`config.mk`:
```
export PLATFORM = sky130hd
export DESIGN_NAME = sy_alu_ctrl
export DESIGN_NICKNAME = d
export VERILOG_FILES = /design/src/rtl/sy_alu_pkg.sv /design/src/rtl/sy_alu_opreg.sv /design/src/rtl/sy_alu_ctrl.sv
export SDC_FILE = /design/constraint.sdc
export NUM_CORES = 1
export LEC_CHECK = 0
export BUFFER_PORTS_ARGS = -buffer_cell sky130_fd_sc_hd__buf_4
export CORE_MARGIN = 2
export CORE_UTILIZATION = 51
export CTS_CLUSTER_SIZE = 8
export DETAILED_ROUTE_END_ITERATION = 12
export HOLD_SLACK_MARGIN = 0.12
export PLACE_DENSITY = 0.94
export SYNTH_ARGS = -nofsm -noshare
export SYNTH_HDL_FRONTEND = slang
export SYNTH_SLANG_ARGS = --single-unit
```
`constraint.sdc`:
```
create_clock -name clk -period 3.1 [get_ports clk]
set_clock_uncertainty 0.2 [all_clocks]
set_input_delay 0.155 -clock clk [delete_from_list [all_inputs] [get_ports clk]]
set_output_delay 0.155 -clock clk [all_outputs]
set_load 0.01 [all_outputs]
```
`src/rtl/sy_alu_pkg.sv`:
```
// rtl/sy_alu_pkg.sv - shared datapath constants and FSM state encoding for sy_alu_ctrl
package sy_alu_pkg;

   localparam int SY_WIDTH = 16;
   localparam int SY_OPCW  = 3;

   typedef enum logic [1:0] {
      IDLE  = 2'd0,
      EXEC  = 2'd1,
      DONE  = 2'd2,
      EXEC2 = 2'd3
   } state_t;

endpackage

```
`src/rtl/sy_alu_opreg.sv`:
```
// rtl/sy_alu_opreg.sv - operand/opcode register bank driving the SY_ALU inputs
module sy_alu_opreg import sy_alu_pkg::*; #(
   parameter int WIDTH = SY_WIDTH,
   parameter int OPCW  = SY_OPCW
) (
   input  logic             clk,
   input  logic             rst,
   input  logic             en_i,
   input  logic [WIDTH-1:0] a_i,
   input  logic [WIDTH-1:0] b_i,
   input  logic             inc_i,
   input  logic [OPCW-1:0]  opc_i,
   output logic [WIDTH-1:0] a_o,
   output logic [WIDTH-1:0] b_o,
   output logic             inc_o,
   output logic [OPCW-1:0]  opc_o
);

   logic [WIDTH-1:0] a_q;
   logic [WIDTH-1:0] b_q;
   logic             inc_q;
   logic [OPCW-1:0]  opc_q;

   // Values persist between operations; only an accepted ALU command reloads them.
   always_ff @(posedge clk) begin
      if (rst) begin
         a_q   <= '0;
         b_q   <= '0;
         inc_q <= 1'b0;
         opc_q <= '0;
      end else if (en_i) begin
         a_q   <= a_i;
         b_q   <= b_i;
         inc_q <= inc_i;
         opc_q <= opc_i;
      end
   end

   assign a_o   = a_q;
   assign b_o   = b_q;
   assign inc_o = inc_q;
   assign opc_o = opc_q;

endmodule

```
`src/rtl/sy_alu_ctrl.sv`:
```
// rtl/sy_alu_ctrl.sv - accumulator command sequencer around SY_ALU; SY_ALU_PIPE_EN adds an EXEC2 retiming stage
module sy_alu_ctrl import sy_alu_pkg::*; #(
   parameter int WIDTH = SY_WIDTH,
   parameter int OPCW  = SY_OPCW,
   parameter int CNTW  = 8
) (
   input  logic             clk,
   input  logic             rst,
   input  logic             cmd_valid,
   output logic             cmd_ready,
   input  logic             cmd_ld,
   input  logic [OPCW-1:0]  cmd_opc,
   input  logic             cmd_inc,
   input  logic [WIDTH-1:0] cmd_data,
   output logic [WIDTH-1:0] alu_inA,
   output logic [WIDTH-1:0] alu_inB,
   output logic             alu_inc,
   output logic [OPCW-1:0]  alu_opc,
   input  logic [WIDTH-1:0] alu_w,
   input  logic             alu_zer,
   input  logic             alu_neg,
   output logic [WIDTH-1:0] acc,
   output logic             zer_f,
   output logic             neg_f,
   output logic             res_valid,
   input  logic             res_ready,
   output logic [CNTW-1:0]  op_cnt
);

   state_t           state_q, state_d;
   logic [WIDTH-1:0] acc_q, acc_d;
   logic             zer_q, zer_d;
   logic             neg_q, neg_d;
   logic [CNTW-1:0]  cnt_q, cnt_d;
   logic             opreg_en;

`ifdef SY_ALU_PIPE_EN
   logic [WIDTH-1:0] pw_q, pw_d;
   logic             pz_q, pz_d;
   logic             pn_q, pn_d;
`endif

   sy_alu_opreg #(.WIDTH(WIDTH), .OPCW(OPCW)) u_opreg (
      .clk   (clk),
      .rst   (rst),
      .en_i  (opreg_en),
      .a_i   (acc_q),
      .b_i   (cmd_data),
      .inc_i (cmd_inc),
      .opc_i (cmd_opc),
      .a_o   (alu_inA),
      .b_o   (alu_inB),
      .inc_o (alu_inc),
      .opc_o (alu_opc)
   );

   always_comb begin
      state_d   = state_q;
      acc_d     = acc_q;
      zer_d     = zer_q;
      neg_d     = neg_q;
      cnt_d     = cnt_q;
      opreg_en  = 1'b0;
      cmd_ready = 1'b0;
      res_valid = 1'b0;
`ifdef SY_ALU_PIPE_EN
      pw_d      = pw_q;
      pz_d      = pz_q;
      pn_d      = pn_q;
`endif
      case (state_q)
         IDLE: begin
            cmd_ready = 1'b1;
            if (cmd_valid) begin
               if (cmd_ld) begin
                  acc_d   = cmd_data;
                  zer_d   = (cmd_data == '0);
                  neg_d   = cmd_data[WIDTH-1];
                  state_d = DONE;
               end else begin
                  opreg_en = 1'b1;
                  state_d  = EXEC;
               end
            end
         end
         EXEC: begin
`ifdef SY_ALU_PIPE_EN
            pw_d    = alu_w;
            pz_d    = alu_zer;
            pn_d    = alu_neg;
            state_d = EXEC2;
`else
            acc_d   = alu_w;
            zer_d   = alu_zer;
            neg_d   = alu_neg;
            cnt_d   = cnt_q + CNTW'(1);
            state_d = DONE;
`endif
         end
`ifdef SY_ALU_PIPE_EN
         EXEC2: begin
            acc_d   = pw_q;
            zer_d   = pz_q;
            neg_d   = pn_q;
            cnt_d   = cnt_q + CNTW'(1);
            state_d = DONE;
         end
`endif
         DONE: begin
            res_valid = 1'b1;
            if (res_ready) state_d = IDLE;
         end
         default: state_d = IDLE;
      endcase
   end

   always_ff @(posedge clk) begin
      if (rst) begin
         state_q <= IDLE;
         acc_q   <= '0;
         zer_q   <= 1'b0;
         neg_q   <= 1'b0;
         cnt_q   <= '0;
      end else begin
         state_q <= state_d;
         acc_q   <= acc_d;
         zer_q   <= zer_d;
         neg_q   <= neg_d;
         cnt_q   <= cnt_d;
      end
   end

`ifdef SY_ALU_PIPE_EN
   always_ff @(posedge clk) begin
      if (rst) begin
         pw_q <= '0;
         pz_q <= 1'b0;
         pn_q <= 1'b0;
      end else begin
         pw_q <= pw_d;
         pz_q <= pz_d;
         pn_q <= pn_d;
      end
   end
`endif

   assign acc    = acc_q;
   assign zer_f  = zer_q;
   assign neg_f  = neg_q;
   assign op_cnt = cnt_q;

endmodule

```
==> metrics.txt, run 1 <==
Starting Density=53.6%; syn_nets=338; Die H=74.7 um; Worst Setup Start Kind=flop; Arr. time, crit path=2.25 ns; critical path capture point type=flop; crit path max fanout=22; Tcrit/Tclk final=71.7%; clock slew at reported path FFs=0.06 ns; most common cell after layout, fill and taps aside=buf_4; Syn Inst Count=294; CTS tree=built; Clock Path Buffers=2; Die X=74.7 um; Residual DRC=0; Syn Area/Cell=8.66 um2; Cells after DPL=449; RePlAce Congestion=0.794; Final ANT Viol Nets=0; final net count=477; largest net degree at the start of global routing=65; vias in the first global route=2476; Core ar.=4750 um2; Setup TNS=0 ns; Max VDD drop=0.339 mV; synthesis-to-layout area growth=53.4%; RSZ-0062 raised after global routing=no; Max Cap Viol=0; status=completed; I/O Buffers=106; Pwr Density=476 nW/um2; CTS H-tree depth=3; length of the first detailed-routing pass in iterations=4; vias per cell=5.18; DR WL/cell=15.7 um; sequential fraction of the synthesis area=50.3%; Post-CTS Resized=0; most frequent cells in the layout=109 x buf_4, 79 x nand2_1, 64 x dfxtp_1; min Tclk post-route=2.22 ns; IO Pins=107; endpoints failing setup=0; DR iter-0 viols=199; Synth cell types=28; critical path class=flop to flop; Slew Limit Fails=0; worst skew pair latency=0.34 ns; Synth Register Bits=64; row cnt=25; WL final=7.95 mm; Max Fclk=0.450 GHz; CTS Buf Count=9; Synth Warn #=0; aggregate global-route resource usage=29.6%; clock root buffer master=clkbuf_8; Hold Buf Count CTS=40; HPWL after detailed placement=4.60 mm; postcts setup bufs=0; Final Instance Count excl. Fillers=506; CP Data Required Time=3.13 ns; share of cells above drive strength 1=29.7%; initial antenna violation count=1; Sink Count=64; Static Leak=1.75 nW; global-route wire length before repair=12.1 mm; Die Area=5570 um2; Fin. Hold Viols=0; Slew HR=36.1%; grt ovf=0; worst hold-check path type=primary input to flop; Netlist Area Pre-Place=2550 um2; worst-margin pin slew=0.958 ns; vias after detailed routing=2623
-- synthesized netlist by cell type, drive strengths merged --
master  instances  area share (%)
nor3            1            0.20
a211oi         16             4.7
nand2b          1            0.25
nor2b           2            0.49
inv             1            0.15
mux2i          16             6.3
nand2          79              12
clkbuf          7             1.0
nor4b           1            0.93
xor2            6             2.1
nor4            4            0.98
buf            14             4.0
and3            2            0.49
dfxtp          64              50
nand4           4            0.98
nor2           29             4.3
a21oi          39             8.3
mux2            1            0.44
or2             1            0.25
a311oi          2            0.69
and4b           1            0.39
xnor2           1            0.34
ha              1            0.49
nand3b          1            0.29
-- report_power, final --
| part | switching [mW] | leakage (nW) | internal, mW |
|---|---|---|---|
| logic | 0.142 | 1.13 | 0.158 |
| registers | 0.0323 | 0.521 | 0.862 |
| clock network | 0.313 | 0.0992 | 0.352 |
-- registers in the layout (all words and copies together) (netlist names) --
name	flops
u_opreg.b_o	16
u_opreg.opc_o	3
u_opreg.inc_o	1
state_q	2
acc	16
op_cnt	8
neg_f	1
zer_f	1
u_opreg.a_o	16
-- cell type report --
cell class	count	area, um2
Inverter	1	3.75
Antenna cell	1	2.50
Clock inverter	3	15.0
Clock buffer	13	169
Tap cell	67	83.8
Sequential cell	64	1280
Multi-Input combinational cell	208	1130
Fill cell	298	848
Timing Repair Buffer	149	1220
-- per-layer routing --
metal	global-route usage, %	part of all wire (%)	vias to the layer above
met3	5.62	6.1	20
met2	49.4	51	112
met1	36.5	39	1221
met5	0	0	-
met4	15.1	3.2	0
li1	-	-	1270
-- worst max-delay path: stages (launching register included) --
cell and delay [ns]:
dfxtp_1 0.50, nand2b_1 0.69, buf_4 0.34, nor2_1 0.08, a211oi_1 0.30
-- logic make-up after synthesis --
family,after synthesis,synth area share (%)
DFF,64,50.3
xor gates and xnor gates,7,2.41
buffers and inverters,22,5.21
AOI/OAI and AO/OA,57,13.7
and+or+nand+nor,126,21.2
muxes,17,6.73
adders and majority gates,1,0.491
-- stage by stage --
step,hold slack [ns],total power [mW],setup slack [ns],area (um2),utilization (%)
after floorplan,0.0910,1.03,1.53,2550,-
after global placement,0.201,1.15,1.17,3320,69.8
after detailed placement,0.217,1.16,1.07,3320,69.8
after CTS,0.123,1.85,1.05,3900,82.1
after global routing,0.195,1.93,0.698,3910,82.2
final,0.132,1.86,0.877,3910,82.2
-- worst paths after layout --
kind / startpoint / to / cells past startpoint / slack, ns
setup / recovery: state_q[1] / acc[1] / 4 / 0.88
hold / removal: cmd_ld / acc[0] / 5 / 0.13
setup reg to reg: state_q[1] / acc[1] / 4 / 0.88
hold reg to reg: u_opreg.a_o[2] / u_opreg.a_o[2] / 2 / 0.26
Power figures use the tool's default switching activity.
==> run 2, diff against run 1 <==
--- a/config.mk
+++ b/config.mk
@@ -7,11 +7,11 @@
 export LEC_CHECK = 0
 export BUFFER_PORTS_ARGS = -buffer_cell sky130_fd_sc_hd__buf_4
 export CORE_MARGIN = 2
-export CORE_UTILIZATION = 51
+export CORE_UTILIZATION = 43
 export CTS_CLUSTER_SIZE = 8
 export DETAILED_ROUTE_END_ITERATION = 12
 export HOLD_SLACK_MARGIN = 0.12
-export PLACE_DENSITY = 0.94
+export PLACE_DENSITY = 0.86
 export SYNTH_ARGS = -nofsm -noshare
 export SYNTH_HDL_FRONTEND = slang
 export SYNTH_SLANG_ARGS = --single-unit
==> constraint.sdc (replaced) <==
create_clock -name clk -period 1.95 [get_ports clk]
set_clock_uncertainty 0.2 [all_clocks]
set_input_delay 0.0975 -clock clk [delete_from_list [all_inputs] [get_ports clk]]
set_output_delay 0.0975 -clock clk [all_outputs]
set_load 0.01 [all_outputs]
==> metrics.txt, run 2 (synthesized netlist as in run 1, its figures left out) <==
r2r setup slk=0.31 ns (-0.57 ns); Worst Setup Start Kind=primary input; status=completed; row cnt=28 (+12%); HPWL after detailed placement=4.74 mm (+3.1%); aggregate global-route resource usage=24.1% (-5.5 points); cell-internal power=2.14 mW (+56%); I/O Buffers=106 (unchanged); Largest stage delay, worst path=0.52 ns (-0.17 ns); Tcrit/Tclk final=84.1%; fin worst setup slack=0.310 ns (-0.567 ns); DR WL/cell=14.7 um (-6.6%); WL final=7.57 mm (-4.7%); worst hold-check path type=flop to flop; Die Area=6550 um2 (+18%); worst hold path endpoint=u_opreg.a_o[7]; Static Leak=1.77 nW (+1.0%); worst-margin pin slew=0.664 ns (-0.294 ns); vias per cell=5.04 (-2.8%); most used cell, CP=buf_4; clock root buffer master=clkbuf_8; Starting Density=43.8% (-9.8 points); hold depth=2 (-3); final net count=483 (+1.3%); critical path class=primary input to flop; Max Cap Viol=0 (unchanged); Crit-path slowest cell=dlygate4sd3_1; Sink Count=64 (unchanged); synthesis-to-layout area growth=55.2%; endpoints failing setup=0 (unchanged); Setup TNS=0 ns (unchanged); Switching Fraction=25.5% (-0.64 points); RSZ-0062 raised after global routing=no; CP Data Required Time=1.99 ns (-1.14 ns); Core Util, Final=68.0% (-14 points); Final Instance Count excl. Fillers=516 (+2.0%); global-route wire length before repair=12.0 mm (-1.3%); largest net degree at the start of global routing=65 (unchanged); vias after detailed routing=2599 (-0.91%); Hold Startpoint=u_opreg.a_o[7]; Max VDD drop=0.519 mV (+53%); delay-heaviest family, CP=buffers and inverters; most common cell after layout, fill and taps aside=buf_4; sequential share of power=49.4% (+1.3 points); worst hold slack=0.255 ns (+0.123 ns); Residual DRC=0 (unchanged); grt ovf=0 (unchanged); worst skew pair latency=0.32 ns (-0.02 ns); vias in the first global route=2475 (-0.040%); Die X=81.0 um (+8.4%); critical path cell sequence=dlygate4sd3_1 > buf_4 > nand2_1 > or2_1 > buf_4 > mux2i_1 > a211oi_1; DR iter-0 viols=142 (-29%); R2R cell count=4 (unchanged); Die H=81.0 um (+8.4%); Clock power frac=33.6% (-2.2 points); crit path max fanout=16 (-27%); Fin. Hold Viols=0 (unchanged); CTS Buf Count=9 (unchanged); Final ANT Viol Nets=0 (unchanged); share of cells above drive strength 1=29.7% (about the same); Slew Limit Fails=0 (unchanged); R2R Path End=acc[4]; IO Pins=107 (unchanged); DP Worst Slack=0.366 ns (-0.705 ns); critical path capture point type=flop; Psw=0.734 mW (+51%); Pwr Density=728 nW/um2 (+53%); length of the first detailed-routing pass in iterations=4 (unchanged); CTS H-tree depth=3 (unchanged); CTS tree=built; Slew HR=55.7% (+20 points); Crit path buffers/inverters=3 (+2); most frequent cells in the layout=112 x buf_4, 79 x nand2_1, 64 x dfxtp_1; Inserted Diodes=0 (-1); Arr. time, crit path=1.68 ns (-0.57 ns); initial antenna violation count=0 (-1); Cells after DPL=461 (+2.7%); Clock Path Buffers=2 (unchanged); RePlAce Congestion=0.857 (+7.9%); min Tclk post-route=1.64 ns; Max Fclk=0.610 GHz; Core ar.=5820 um2 (+22%); RR Startpoint=state_q[1]; clock slew at reported path FFs=0.07 ns (about the same); Comb power frac=16.9% (+0.8 points)
## run 2: changes by cell type in the layout (fill, tap and decap cells not counted)
cell / previous run / this run
clkinv_2: 3 / 1
buf_12: 0 / 1
clkbuf_8: 12 / 11
dlygate4sd3_1: 40 / 42
diode_2: 1 / 0
buf_4: 109 / 112
## run 2: repair_timing
action	in CTS	in global routing
endpoints found under the hold margin	63	0
setup buffers	0	0
hold buffers	42	0
gates resized for setup	0	0
## run 2: through the flow
step,area [um2],total power [mW]
2_1_floorplan,2550,1.65
3_3_place_gp,3370,1.85
3_5_place_dp,3370,1.86
4_1_cts,3950,2.88
5_1_grt,3950,2.99
6_report,3950,2.88
## run 2: final cells by class
class / count / area (um2)
clock buffer: 12 / 155
fill: 471 / 1860
inverter: 1 / 3.75
multi-input combinational: 208 / 1130
tap: 75 / 93.8
clock inverter: 1 / 5.00
timing repair buffer: 155 / 1280
sequential: 64 / 1280
## run 2: worst max-delay path by stage
stage | startpoint | end | slack (ns) | cells past startpoint
floorplan | state_q[0] | u_opreg.b_o[2] | 0.38 | 6
global placement | state_q[1] | acc[9] | 0.43 | 4
detailed placement | state_q[1] | acc[3] | 0.37 | 4
CTS | state_q[1] | acc[12] | 0.34 | 4
global route | state_q[1] | acc[7] | 0.17 | 4
finish | cmd_ld | acc[4] | 0.31 | 7
## run 2: metal layers
metal / share of wire [%] / vias to the layer above / global-route usage, %
met2: 49 / 92 / 40.6
met3: 5.6 / 26 / 4.89
met5: 0 / - / 0
li1: - / 1285 / -
met4: 3.0 / 0 / 12.4
met1: 42 / 1196 / 28.9
## run 2: power by group through the flow
stage / Sequential (mW) / Clock, mW / Combinational [mW]
6_report: 1.42 / 0.967 / 0.487
5_1_grt: 1.43 / 1.04 / 0.527
4_1_cts: 1.42 / 0.982 / 0.480
3_5_place_dp: 1.45 / 0 / 0.411
3_3_place_gp: 1.44 / 0 / 0.402
2_1_floorplan: 1.46 / 0 / 0.183
## run 2: worst reg2reg max path: cells and delay by family, from the launching register on
kind            cells  cell delay, ns
compound gates      1            0.10
flops               1            0.49
buf+inv             1            0.29
mux                 1            0.27
simple gates        1            0.15
